--- src/rtl/matrix_operand_loader.sv ---
// ---------------------------------------------------------------------------
// matrix_operand_loader
//
// Purpose:
//   Serial-to-parallel feeder for the 2x2 combinational matrix multiplier.
//   Elements arrive one per transfer in the order
//   A00, A01, A10, A11, B00, B01, B10, B11 (row-major, A before B).
//   They are stored in eight operand registers. Once the set is complete,
//   the registers are held stable and flagged valid until the consumer
//   acknowledges them.
//
// Ports:
//   clk        single clock; all state updates on the rising edge
//   rst        synchronous active-high reset (highest priority)
//   clr        synchronous soft abort: drops any partial or held set;
//              the operand registers keep their values
//   in_data    element value (DW bits, stored verbatim)
//   in_valid   in_data is valid this cycle
//   in_ready   loader accepts an element this cycle (LOAD state, not in rst)
//   A00..A11   matrix A operands, registered
//   B00..B11   matrix B operands, registered
//   out_valid  all eight operands are loaded and stable (HOLD state)
//   out_ready  consumer has taken the operand set
//   elem_cnt   index of the next element to be written (0..7)
//
// Handshake semantics (both streams):
//   A transfer happens at a rising edge where valid and ready are both 1.
//   The ready/valid outputs of this block are decodes of registered state
//   only (plus rst gating on in_ready). They never depend combinationally
//   on in_valid or out_ready.
// ---------------------------------------------------------------------------
module matrix_operand_loader #(
    parameter int DW       = 4,
    parameter int NUM_ELEM = 8
) (
    input  logic          clk,
    input  logic          rst,
    input  logic          clr,
    input  logic [DW-1:0] in_data,
    input  logic          in_valid,
    output logic          in_ready,
    output logic [DW-1:0] A00,
    output logic [DW-1:0] A01,
    output logic [DW-1:0] A10,
    output logic [DW-1:0] A11,
    output logic [DW-1:0] B00,
    output logic [DW-1:0] B01,
    output logic [DW-1:0] B10,
    output logic [DW-1:0] B11,
    output logic          out_valid,
    input  logic          out_ready,
    output logic [2:0]    elem_cnt
);

    typedef enum logic {
        LOAD = 1'b0,
        HOLD = 1'b1
    } state_t;

    localparam logic [2:0] LAST_IDX = 3'(NUM_ELEM - 1);

    state_t        state;
    state_t        state_next;
    logic [2:0]    cnt;
    logic [DW-1:0] opnd [NUM_ELEM];
    logic          in_fire;
    logic          out_fire;

    // Ready/valid are decoded from the registered state only.
    assign in_ready  = (state == LOAD) && !rst;
    assign out_valid = (state == HOLD);
    assign in_fire   = in_valid && in_ready;
    assign out_fire  = out_valid && out_ready;

    // Next-state logic. rst and clr are applied in the register process
    // because both override whatever this logic decides.
    always_comb begin
        state_next = state;
        case (state)
            LOAD: if (in_fire && (cnt == LAST_IDX)) state_next = HOLD;
            HOLD: if (out_fire)                     state_next = LOAD;
            default:                                state_next = LOAD;
        endcase
    end

    always_ff @(posedge clk) begin
        if (rst) begin
            state <= LOAD;
            cnt   <= 3'd0;
            for (int i = 0; i < NUM_ELEM; i++) begin
                opnd[i] <= '0;
            end
        end else if (clr) begin
            // The operand registers are deliberately left alone. Any
            // handshake in this cycle is dropped.
            state <= LOAD;
            cnt   <= 3'd0;
        end else begin
            state <= state_next;
            if (in_fire) begin
                opnd[cnt] <= in_data;
                // Wraps 7 -> 0 naturally on the final element of a set.
                cnt       <= cnt + 3'd1;
            end
        end
    end

    assign elem_cnt = cnt;

    assign A00 = opnd[0];
    assign A01 = opnd[1];
    assign A10 = opnd[2];
    assign A11 = opnd[3];
    assign B00 = opnd[4];
    assign B01 = opnd[5];
    assign B10 = opnd[6];
    assign B11 = opnd[7];

endmodule

--- config.mk ---
export PLATFORM = sky130hd
export DESIGN_NAME = matrix_operand_loader
export DESIGN_NICKNAME = d
export VERILOG_FILES = /design/src/rtl/matrix_operand_loader.sv
export SDC_FILE = /design/constraint.sdc
export NUM_CORES = 1
export LEC_CHECK = 0
export BUFFER_PORTS_ARGS = -buffer_cell sky130_fd_sc_hd__buf_2
export CAP_MARGIN = 5
export CORE_ASPECT_RATIO = 0.75
export CORE_MARGIN = 5
export CORE_UTILIZATION = 54
export DETAILED_ROUTE_END_ITERATION = 8
export PLACE_DENSITY = 0.83
export SKIP_CTS_REPAIR_TIMING = 1
export SYNTH_ARGS = -nofsm -noshare
export SYNTH_HDL_FRONTEND = slang
export SYNTH_SLANG_ARGS = --single-unit
--- constraint.sdc ---
create_clock -name clk -period 2.21 [get_ports clk]
set_input_delay 0.442 -clock clk [delete_from_list [all_inputs] [get_ports clk]]
set_output_delay 0.442 -clock clk [all_outputs]
set_load 0.05 [all_outputs]
# Word level (Yosys, flattened, before mapping)
# Memory sizes are Yosys's and may differ from the RTL's.
# Index checks and enable logic that the tools add are counted.
# classes
eq_ne,1
mux,12
n_bitwise,1
n_addsub,1
reduce_logical,7
# op_table
operator,n
1-bit two-way mux,9
1-bit logical AND,4
4-bit two-way mux,1
4-bit OR reduction,1
"3-bit by 1-bit adder with 3-bit output, second input constant",1
"3-bit == test, second input constant",1
3-bit two-way mux,1
1-bit one-hot mux with 2 select lines,1
2-bit OR reduction,1
1-bit zero test,1
1-bit NOT,1
# word_totals
word_cells,25
n_memories,1
output_inout_bits,37
ram_bits,32
input_bits,9
reg_bits,4
# memory_table
name,depth,width,read_ports,rd_ports_with_merged_regs,write_ports,line,rtl
opnd,8,4,8,0,8,65,logic [DW-1:0] opnd [NUM_ELEM];

# Logic depth before layout (Yosys ltp)
# Gate-level depths: netlist (run 1).
# logic_depth
depth_word,9
mapped_depth,4
ltp_nobuf,4

# Worst setup path before layout (run 1)
# No wires, ideal clock.
# synth_path
path_type,register -> register
startpoint,reg cnt[2] (netlist: elem_cnt[2])
endpoint,mem opnd[4][0] (enable)
t_arrival_ps,1481
path_slack_ps,391
path_stages_with_launch,4
required_time_ps,1872
n_path_buf,1
cell_sequence,dfxtp_1 > or3b_1 > buf_6 > o21bai_1
# synth_rtl
element,line,rtl
"start, declared",64,logic [2:0] cnt;
"start signal, assigned",103,cnt <= cnt + 3'd1;
"end, declared",65,

==> flow_metrics.tcl, run 1 <==
set metrics [dict create \
    grt_busiest_layer "met2" \
    min_path_cells 2 \
    synth.net_count 119 \
    rsz0062_at_grt "no" \
    io_pins 46 \
    r2r_cells 2 \
    async_reset_ff_share_pct 0 \
    synth_commonest_cells "edfxtp_1, nor2_1, and2_1" \
    synth_most_common_cell "edfxtp_1" \
    cts_buffers 5 \
    clk_latency_ns 0.29 \
    gr-usage-all-layers_pct 17.3 \
    vias_per_cell 5.03 \
    yosysTopAreaCell "edfxtp_1" \
    first_pass_iters 4 \
    grt_max_degree 16 \
    fmax_ghz 0.603 \
    slowest_stage "or3b_1" \
    tns_ns 0 \
    powerDensity_nw_per_um2 750 \
    htreeDepth 2 \
    startpoint_type "flop" \
    seq_area_sq_um 1040 \
    drive_gt1_share_pct 37.6 \
    crit_chain "or3b_1, o21bai_1" \
    maxSlewViolCount 0 \
    cp_top_family "simple AND/OR/NAND/NOR gates" \
    syn2layout_area_growth_pct 21.2 \
    hp-class "in -> reg" \
    final-setup-viol-count 0 \
    fin_crit_sh_pct 75.1 \
    min_period_ns 1.66 \
    drt_iter0_drc 43 \
    synth_area_leaders "edfxtp_1, and2_1, dfxtp_1" \
    die_h_um 56.0 \
    synth_seq_area_share_pct 68.4 \
    die_w_um 71.3 \
    vias 970 \
    route.detailed.drc 0 \
    overflow 0 \
    hpwlAfterDp_um 2280 \
    yosys_warnings 0 \
    diodes 0 \
    leakage_nw 0.762 \
    drt_wl_total_um 3060 \
    required_ns 2.16 \
    clk_pin_slew_ns 0.07 \
    avgSynthCellArea_sq_um 14.1 \
    cts_tree "done" \
    cts_sinks 36 \
    grt_pass1_vias 1011 \
    slowest_delay_ns 0.50 \
    antenna_found_initial 0 \
    grt_pass1_wl_um 5120 \
    synth.distinct_cells 25 \
    gr-usage-met2_pct 27.4 \
    port_buffers 45 \
    ys_ff_latch 36 \
    initial_core_util_pct 57.2 \
    syn-instance-count 108 \
    num-fill-cells 186 \
    maxSlewHeadroom_pct 74.1 \
    max_cap_viol_count 0 \
    worstSetupPathDepth 2 \
    cp-end-kind "flop" \
    coreArea_sq_um 2660 \
    ant_nets 0 \
    tightest_slew_ns 0.387 \
    hold_violations 0 \
    cts_root_buffer "clkbuf_8" \
    clock_path_buffers 2 \
    multi_input_comb_area_sq_um 447 \
    crit_fanout 7 \
    synth_edf_count 32 \
    globalRouteMet3Util_pct 6.32 \
    peakVddDrop_v 0.000451 \
    fin_skew_ns 0.00949 \
    gp_congestion 0.786 \
    cp.arrival_ns 1.61 \
    use_met1_pct 21.5 \
    critPathKind "reg -> reg" \
    status "finished clean" \
    yosysTopAreaCellShare_pct 63.1 \
    num_rows 16 \
    finalPower_mw 1.38 \
    crit_buf_inv 0 \
    wl_per_cell_um 15.9 \
    nets 167 \
    netlist_area_sq_um 1520 \
    ys.flop_type "edfxtp_1" \
    die_area_sq_um 3990 \
]
==> path summary, 6_finish.rpt <==
| kind | start | to | slack, ns |
|---|---|---|---|
| min reg2reg | elem_cnt[2]$_SDFFE_PP0P_ | elem_cnt[2]$_SDFFE_PP0P_ | 0.62 |
| max reg2reg | elem_cnt[2]$_SDFFE_PP0P_ | opnd[4][3]$_SDFFCE_PN0P_ | 0.55 |
| max | elem_cnt[2]$_SDFFE_PP0P_ | opnd[4][3]$_SDFFCE_PN0P_ | 0.55 |
| min | clr | elem_cnt[0]$_SDFFE_PP0P_ | 0.42 |
==> worst reg2reg max path, cell delays in order (launching register included) <==
cell and delay, ns:
dfxtp_1 0.44, or3b_1 0.51, o21bai_1 0.38
==> area by class of cell <==
class	count	share of cell area [%]
multi-input combinational	67	24.2
inverter	1	0.203
sequential	36	56.4
clock buffer	6	3.93
timing repair buffer	45	12.2
tap	36	2.44
clock inverter	2	0.610
==> cell families (layout without fill, tap and decap cells) <==
family | Yosys count | count (layout) | share of synthesized area, %
AO/OA/AOI/OAI | 5 | 5 | 2.30
XOR/XNOR | 1 | 1 | 0.575
multiplexers | 2 | 2 | 1.31
buffers and inverters | 5 | 54 | 2.30
AND/OR/NAND/NOR | 57 | 57 | 23.5
flip-flops | 36 | 36 | 68.4
adder cells (fa/ha/maj) | 2 | 2 | 1.64
==> layout by cell type (no fill, tap or decap) <==
cell type / instances
a21oi_1: 1
and2_1: 16
and2b_1: 1
buf_2: 45
clkbuf_1: 1
clkbuf_8: 5
clkinv_1: 1
clkinvlp_4: 1
dfxtp_1: 4
edfxtp_1: 32
ha_1: 2
inv_1: 1
mux2i_1: 2
nand2_1: 4
nand3b_1: 1
nand4bb_4: 1
nor2_1: 18
nor2_4: 3
nor2b_1: 1
nor3_1: 4
nor4b_4: 1
o21bai_1: 4
or2_1: 1
or2_2: 3
or3_1: 1
or3b_1: 2
xnor2_1: 1
==> per-layer routing <==
layer	routed length, um	up-vias
li1	-	473
met1	1290	463
met2	1530	32
met3	211	2
met4	23	0
met5	0	-
==> flip-flops by register name (all words and copies together), names as in the netlist <==
| register | count |
|---|---|
| opnd | 32 |
| elem_cnt | 3 |
| out_valid | 1 |
==> power breakdown <==
part | switching, mW | internal, mW
registers | 0.00890 | 0.762
clock network | 0.221 | 0.218
logic | 0.138 | 0.0363
==> through the flow <==
stage,area [sq um],hold slack (ns),setup slack [ns],cells,util (%)
final,1850,0.422,0.551,193,69.3
after global routing,1850,0.434,0.421,193,69.3
after CTS,1850,0.411,0.557,193,69.3
after detailed placement,1760,0.600,0.384,185,66.2
after global placement,1760,0.577,0.463,185,66.2
after floorplan,1520,0.519,0.391,108,-
Power figures use the tool's default switching activity.
==> inputs of run 2 (changes only) <==
--- a/config.mk
+++ b/config.mk
@@ -9,9 +9,9 @@
 export CAP_MARGIN = 5
 export CORE_ASPECT_RATIO = 0.75
 export CORE_MARGIN = 5
-export CORE_UTILIZATION = 54
+export CORE_UTILIZATION = 45
 export DETAILED_ROUTE_END_ITERATION = 8
-export PLACE_DENSITY = 0.83
+export PLACE_DENSITY = 0.74
 export SKIP_CTS_REPAIR_TIMING = 1
 export SYNTH_ARGS = -nofsm -noshare
 export SYNTH_HDL_FRONTEND = slang
==> constraint.sdc (replaced) <==
create_clock -name clk -period 1.4 [get_ports clk]
set_input_delay 0.28 -clock clk [delete_from_list [all_inputs] [get_ports clk]]
set_output_delay 0.28 -clock clk [all_outputs]
set_load 0.05 [all_outputs]
==> flow_metrics.tcl, run 2 (synthesis results as in run 1) <==
set metrics [dict create \
    grt_max_degree 12 \
    fin_crit_sh_pct 103 \
    initial_core_util_pct 46.6 \
    cts_tree "done" \
    syn2layout_area_growth_pct 36.9 \
    htreeDepth 2 \
    min_period_ns 1.44 \
    die_w_um 77.2 \
    first_pass_iters 4 \
    port_buffers 45 \
    overflow 0 \
    top_register "opnd" \
    clock_path_buffers 2 \
    grt_pass1_wl_um 4930 \
    critPathKind "reg -> reg" \
    wl_per_cell_um 14.5 \
    gp_congestion 0.729 \
    vias 1046 \
    startpoint_type "flop" \
    ant_nets 0 \
    io_pins 46 \
    rsz0062_at_grt "yes" \
    crit_fanout 5 \
    required_ns 1.38 \
    largest_reg_flops 32 \
    layout_common_cells "buf_2, edfxtp_1, buf_4, nor2_1, and2_1" \
    routedLengthMet1_um 1270 \
    maxSlewViolCount 0 \
    diodes 0 \
    clk_pin_slew_ns 0.07 \
    drive_gt1_share_pct 52.2 \
    cts_buffers 5 \
    antenna_found_initial 0 \
    highest_layer "met4" \
    gr-usage-all-layers_pct 14.1 \
    tns_ns -0.550 \
    powerDensity_nw_per_um2 1070 \
    coreArea_sq_um 3270 \
    fmax_ghz 0.693 \
    fin_skew_ns 0.00501 \
    cp-end-kind "flop" \
    cp.arrival_ns 1.43 \
    grt_pass1_vias 1033 \
    layout_commonest_cell "buf_2" \
    hpwlAfterDp_um 2370 \
    drt_iter0_drc 62 \
    cts_root_buffer "clkbuf_8" \
    route.detailed.drc 0 \
    leakage_nw 0.898 \
    die_area_sq_um 4660 \
    num-fill-cells 250 \
    drt_wl_total_um 3170 \
    fin_hold_ws_ns 0.299 \
    peakVddDrop_v 0.000577 \
    violations "setup timing" \
    hp-class "in -> reg" \
    tightest_slew_ns 0.349 \
    status "complete, but fails checks" \
    final-setup-viol-count 16 \
    clk_latency_ns 0.29 \
    hold_violations 0 \
    wl_met2_um 1600 \
    cts_sinks 36 \
    maxSlewHeadroom_pct 76.6 \
    num_rows 18 \
    max_cap_viol_count 0 \
    finalWorstSetupSlack_ns -0.0426 \
    die_h_um 60.4 \
    wl_met3_um 234 \
    nets 188 \
    vias_per_cell 4.80 \
]
run 2: stage by stage:
step / power (mW) / cell area, sq um / utilization, % / setup slack (ns) / cells
6_report: 2.23 / 2080 / 63.8 / -0.0426 / 218
5_1_grt: 2.31 / 2080 / 63.8 / -0.0686 / 218
4_1_cts: 2.21 / 2020 / 61.8 / -0.0388 / 214
3_5_place_dp: 1.54 / 1940 / 59.3 / -0.140 / 206
3_3_place_gp: 1.53 / 1940 / 59.3 / -0.0855 / 206
2_1_floorplan: 1.45 / 1570 / - / -0.0734 / 108
run 2: final timing paths:
kind | start | to | slack, ns | depth (start not counted)
max | elem_cnt[0]$_SDFFE_PP0P_ | opnd[6][0]$_SDFFCE_PN0P_ | -0.04 | 3
min | out_ready | out_valid$_SDFF_PP0_ | 0.30 | 4
max reg2reg | elem_cnt[0]$_SDFFE_PP0P_ | opnd[6][0]$_SDFFCE_PN0P_ | -0.04 | 3
min reg2reg | elem_cnt[1]$_SDFFE_PP0P_ | elem_cnt[1]$_SDFFE_PP0P_ | 0.70 | 3
run 2: layout make-up:
cell class	count	area [sq um]	area share, %
multi-input combinational	67	509	24.4
clock inverter	3	13.8	0.660
timing repair buffer	66	385	18.5
sequential	36	1050	50.5
clock buffer	5	68.8	3.30
inverter	1	3.75	0.180
tap	40	50.0	2.40
run 2: layer usage:
metal | track usage [%] | vias to the layer above
li1 | - | 513
met1 | 17.2 | 491
met2 | 23.0 | 34
met3 | 5.04 | 8
met4 | 6.37 | 0
met5 | 0 | -
run 2: power by group:
part | switching (mW) | total (mW) | internal (mW)
sequential | 0.0115 | 1.21 | 1.20
combinational | 0.231 | 0.323 | 0.0921
clock | 0.356 | 0.693 | 0.337
run 2: critical path, cell delays in order, from the launching register on:
cell,delay [ns]
dfxtp_4,0.37
nor4b_4,0.38
inv_2,0.18
o21bai_4,0.21
